<file path="config.mk">
export PLATFORM = sky130hd
export DESIGN_NAME = freq_meter
export DESIGN_NICKNAME = d
export VERILOG_FILES = /design/src/rtl/freq_meter.sv
export SDC_FILE = /design/constraint.sdc
export NUM_CORES = 1
export LEC_CHECK = 0
export BUFFER_PORTS_ARGS = -buffer_cell sky130_fd_sc_hd__buf_2
export CAP_MARGIN = 10
export CORE_ASPECT_RATIO = 0.5
export CORE_UTILIZATION = 52
export CTS_CLUSTER_DIAMETER = 30
export DETAILED_ROUTE_END_ITERATION = 12
export GPL_TIMING_DRIVEN = 1
export HOLD_SLACK_MARGIN = 0.06
export PLACE_DENSITY = 0.73
export SLEW_MARGIN = 10
export SYNTH_ARGS = -nofsm -noshare
export SYNTH_HDL_FRONTEND = slang
export SYNTH_SLANG_ARGS = --single-unit
</file>
<file path="constraint.sdc">
create_clock -name Clk -period 11.27 [get_ports Clk]
set_input_delay 2.254 -clock Clk [delete_from_list [all_inputs] [get_ports Clk]]
set_output_delay 2.254 -clock Clk [all_outputs]
set_load 0.005 [all_outputs]
</file>
<file path="src/rtl/freq_meter.sv">
// Gated frequency counter: counts synchronised rising edges of Fmeas over 2^(Gsel+4) Clk cycles.
// Optional FREQ_METER_CONTINUOUS_EN: back-to-back gates while Start is held high.
module freq_meter #(
  parameter int CNT_W       = 16,
  parameter int SYNC_STAGES = 2
) (
  input  logic             Clk,
  input  logic             Reset,
  input  logic             Fmeas,
  input  logic             Start,
  input  logic [3:0]       Gsel,
  output logic [CNT_W-1:0] Count,
  output logic             Valid,
  output logic             Busy,
  output logic             Overflow
);

  typedef enum logic [1:0] {IDLE, SETTLE, GATE, DONE} state_t;

  localparam int              SW      = $clog2(SYNC_STAGES + 2);
  localparam logic [SW-1:0]   SET_END = SW'(SYNC_STAGES);
  localparam logic [CNT_W-1:0] CNT_MAX = '1;

  state_t                 state_q, state_d;
  logic [SYNC_STAGES-1:0] sync_q, sync_d;
  logic                   prev_q, prev_d;
  logic [3:0]             gsel_q, gsel_d;
  logic [SW-1:0]          settle_q, settle_d;
  logic [19:0]            gate_q, gate_d, gate_last;
  logic [CNT_W-1:0]       ecnt_q, ecnt_d, ecnt_inc;
  logic                   sat_q, sat_d, sat_inc;
  logic [CNT_W-1:0]       count_q, count_d;
  logic                   ovf_q, ovf_d;
  logic                   edge_det, settle_done, gate_done;

  always_ff @(posedge Clk or posedge Reset) begin
    if (Reset) begin
      state_q  <= IDLE;
      sync_q   <= '0;
      prev_q   <= 1'b0;
      gsel_q   <= '0;
      settle_q <= '0;
      gate_q   <= '0;
      ecnt_q   <= '0;
      sat_q    <= 1'b0;
      count_q  <= '0;
      ovf_q    <= 1'b0;
    end else begin
      state_q  <= state_d;
      sync_q   <= sync_d;
      prev_q   <= prev_d;
      gsel_q   <= gsel_d;
      settle_q <= settle_d;
      gate_q   <= gate_d;
      ecnt_q   <= ecnt_d;
      sat_q    <= sat_d;
      count_q  <= count_d;
      ovf_q    <= ovf_d;
    end
  end

  assign gate_last   = (20'd1 << ({1'b0, gsel_q} + 5'd4)) - 20'd1;
  assign settle_done = (settle_q == SET_END);
  assign gate_done   = (state_q == GATE) && (gate_q == gate_last);

  // Next-state logic; Gsel is only captured when a gate is about to be armed.
  always_comb begin
    state_d = state_q;
    gsel_d  = gsel_q;
    case (state_q)
      IDLE: if (Start) begin
        state_d = SETTLE;
        gsel_d  = Gsel;
      end
      SETTLE: if (settle_done) state_d = GATE;
      GATE:   if (gate_done)   state_d = DONE;
      DONE: begin
        state_d = IDLE;
        if (Start) begin
          gsel_d = Gsel;
`ifdef FREQ_METER_CONTINUOUS_EN
          state_d = GATE;
`else
          state_d = SETTLE;
`endif
        end
      end
      default: state_d = IDLE;
    endcase
  end

  // Counters sit at zero outside GATE, which gives the clear-on-entry behaviour.
  always_comb begin
    sync_d   = {sync_q[SYNC_STAGES-2:0], Fmeas};
    prev_d   = sync_q[SYNC_STAGES-1];
    edge_det = sync_q[SYNC_STAGES-1] & ~prev_q;
    ecnt_inc = (edge_det && (ecnt_q != CNT_MAX)) ? ecnt_q + CNT_W'(1) : ecnt_q;
    sat_inc  = sat_q | (edge_det && (ecnt_q == CNT_MAX));
    settle_d = (state_q == SETTLE) ? settle_q + SW'(1) : '0;
    gate_d   = (state_q == GATE) ? gate_q + 20'd1 : '0;
    ecnt_d   = (state_q == GATE) ? ecnt_inc : '0;
    sat_d    = (state_q == GATE) ? sat_inc : 1'b0;
    count_d  = count_q;
    ovf_d    = ovf_q;
    // The final GATE cycle's edge is folded in so it still counts.
    if (gate_done) begin
      count_d = ecnt_inc;
      ovf_d   = sat_inc;
    end
  end

  always_comb begin
    Valid    = (state_q == DONE);
`ifdef FREQ_METER_CONTINUOUS_EN
    Busy     = (state_q == SETTLE) || (state_q == GATE) || ((state_q == DONE) && Start);
`else
    Busy     = (state_q == SETTLE) || (state_q == GATE);
`endif
    Count    = count_q;
    Overflow = ovf_q;
  end

endmodule
</file>
==> out/metrics.cfg <==
[outcome]
status = finished, final reports clean

[timing]
setup_violations = 0
fin_worst_skew_ns = 0.00794
max_freq_mhz = 198
worstMarginPinSlew_ns = 0.690
final_hold_viol_count = 0
min_period_ns = 5.04
slew-limit-headroom_pct = 54.0
holdWs_ns = 0.352
setup_tns_ns = 0
maxSlewViolCount = 0
fin_crit_sh_pct = 44.7
rsz0062_at_grt = false

[clock_network]
cts_made_buffers = 9
worstSkewPairLatency_ns = 0.33
path_clk_slew_ns = 0.05
ctsResizeCount = 0
cts_setup_buffers = 0
clock_sinks = 65
ctsLongestPathBuffers = 2
clockRootBuffer = clkbuf_16
postCtsHoldBufs = 0
cts_tree = built
htreeDepth = 3

[critical_path]
r2r_start = gsel_q[2]
r2r-end = Count[0]
crit_arrival_ns = 5.25
reg2reg_slack_ns = 6.23
worst_setup_path_start_kind = flop
end_kind = flop
reg2reg_depth = 12
path_class = reg -> reg
worstPathRequired_ns = 11.47
cp_max_fo = 18

[layout]
syn_to_final_growth_pct = 13.5
num_antenna_cells = 0
drive_gt1_share_pct = 17.0
final_cells = 493
layout_commonest_cell = dfrtp_1
ff_latch_area_mm2 = 0.00163
nFillCells = 549
nets = 418
final_cell_mix = dfrtp_1 (65), and2_1 (33), xnor2_1 (30), buf_2 (26), nor2_1 (21)
multi_input_area_mm2 = 0.00202

[worst_hold_path]
whs_path_depth = 0
min-delay-start = sync_q[0]
worstHoldPathType = reg -> reg
min_to = sync_q[1]

[floorplan]
core_area_mm2 = 0.00686
die_h_um = 62.3
die_w_um = 123
start_util_pct = 55.2
num_io_pins = 27
core.rowCount = 21
dieArea_mm2 = 0.00764

[routing]
ant_nets = 0
wl_per_cell_um = 15.9
via_per_inst = 5.73
first_pass_iters = 4
drc = 0
vias = 2823
drt-total-wl_um = 7840
drtIter0Drc = 237

[global_route]
grt_use_total_pct = 23.0
grt_pass1_wl_um = 13400
grt_max_degree = 43
grt_overflow = 0
antenna_found_initial = 0
first_global_vias = 2723

[synthesis]
synth.avg_cell_area_um2 = 10.1
syn-cell-area_mm2 = 0.00378
yosysSeqAreaShare_pct = 43.0
yosysUniqueCellTypes = 60
synthFlopType = dfrtp_1
synth_edf_count = 0
netlist_instances = 374
syn-num-nets = 396
ys.warnings.count = 0
synthArstFlopShare_pct = 100
ys_ff_latch = 65

[placed_design]
dp_hpwl_um = 5470
placed_cells = 476
port_buffers = 26
gp_congestion = 0.821

[power]
ir_drop_mv = 0.0921
p_per_area_mw_per_mm2 = 215
p_leak_nw = 2.01
finalPower_uw = 926

[flow_run]
drv_cap = 0

-- layer usage --
layer	wire length [um]	vias to the layer above	share of wire, %	track usage (%)
met5	0	-	0	0
met4	56	0	0.71	5.95
met3	335	6	4.3	6.34
met2	3700	66	47	36.7
met1	3750	1390	48	30.7
li1	-	1361	-	-
-- stage by stage --
| stage | worst slack, ns | area, um2 | util [%] |
|---|---|---|---|
| global route | 5.92 | 4300 | 62.7 |
| finish | 6.23 | 4300 | 62.7 |
| global placement | 6.32 | 3950 | 57.6 |
| CTS | 6.20 | 4280 | 62.4 |
| detailed placement | 6.24 | 3950 | 57.6 |
| floorplan | 7.03 | 3780 | - |
-- where the power goes --
group | switching (mW) | leakage (nW) | internal [mW] | total, mW
Combinational | 0.190 | 0.962 | 0.136 | 0.326
Sequential | 0.0429 | 0.886 | 0.251 | 0.294
Clock | 0.105 | 0.159 | 0.200 | 0.305
Total | 0.337 | 2.01 | 0.588 | 0.926
-- worst max-delay path, cell delays in order, from the launching register on --
cell and delay, ns:
dfrtp_1 0.65, inv_1 0.20, ha_1 0.53, or3b_2 0.59
or3_1 0.33, ha_1 0.43, nand2_1 0.18, o31ai_1 0.08
a32o_1 0.28, a2111o_1 0.45, nor4_4 0.35, nand4_4 0.38
mux2_1 0.46
-- sequential cells by signal, indices dropped and copies added (netlist names) --
register  count
gate_q       20
Count        16
ecnt_q       16
gsel_q        4
settle_q      2
state_q       2
sync_q        2
Overflow      1
prev_q        1
sat_q         1
-- cells in the mapped netlist, types with 10 or more instances --
master	n	area share, %
inv_1	13	1.3
dfrtp_1	65	43
nand3_1	17	2.2
xnor2_1	30	6.9
nand2_1	19	1.9
ha_1	14	4.6
mux2_2	10	3.0
and2_1	33	5.5
clkbuf_1	11	1.1
o21ai_0	14	1.9
nor2_1	21	2.1
-- cells by family (layout without fill, tap and decap cells) --
| logic type | Yosys count | after routing | share of synthesized area [%] |
|---|---|---|---|
| muxes | 21 | 21 | 6.84 |
| and+or+nand+nor | 151 | 151 | 23.2 |
| AOI/OAI and AO/OA | 54 | 54 | 9.79 |
| DFF | 65 | 65 | 43.0 |
| buffers and inverters | 30 | 57 | 3.54 |
| xor gates and xnor gates | 39 | 39 | 9.02 |
| adders and majority gates | 14 | 14 | 4.63 |
-- area by class of cell --
| cell class | instances | share of cell area, % |
|---|---|---|
| Tap cell | 92 | 2.68 |
| Timing Repair Buffer | 28 | 3.55 |
| Clock buffer | 10 | 5.56 |
| Multi-Input combinational cell | 279 | 47.1 |
| Clock inverter | 6 | 2.10 |
| Sequential cell | 65 | 37.9 |
| Inverter | 13 | 1.14 |
-- how the worst max path moves through the flow --
stage	slack, ns	startpoint	endpoint
CTS	6.20	gsel_q[2]	Count[0]
detailed placement	6.24	gsel_q[2]	Count[0]
global placement	6.32	gsel_q[2]	Count[0]
floorplan	7.03	gsel_q[2]	Count[0]
finish	6.23	gsel_q[2]	Count[0]
global route	5.92	gsel_q[2]	Count[0]
Note: power is estimated with default switching activity, not from simulation.
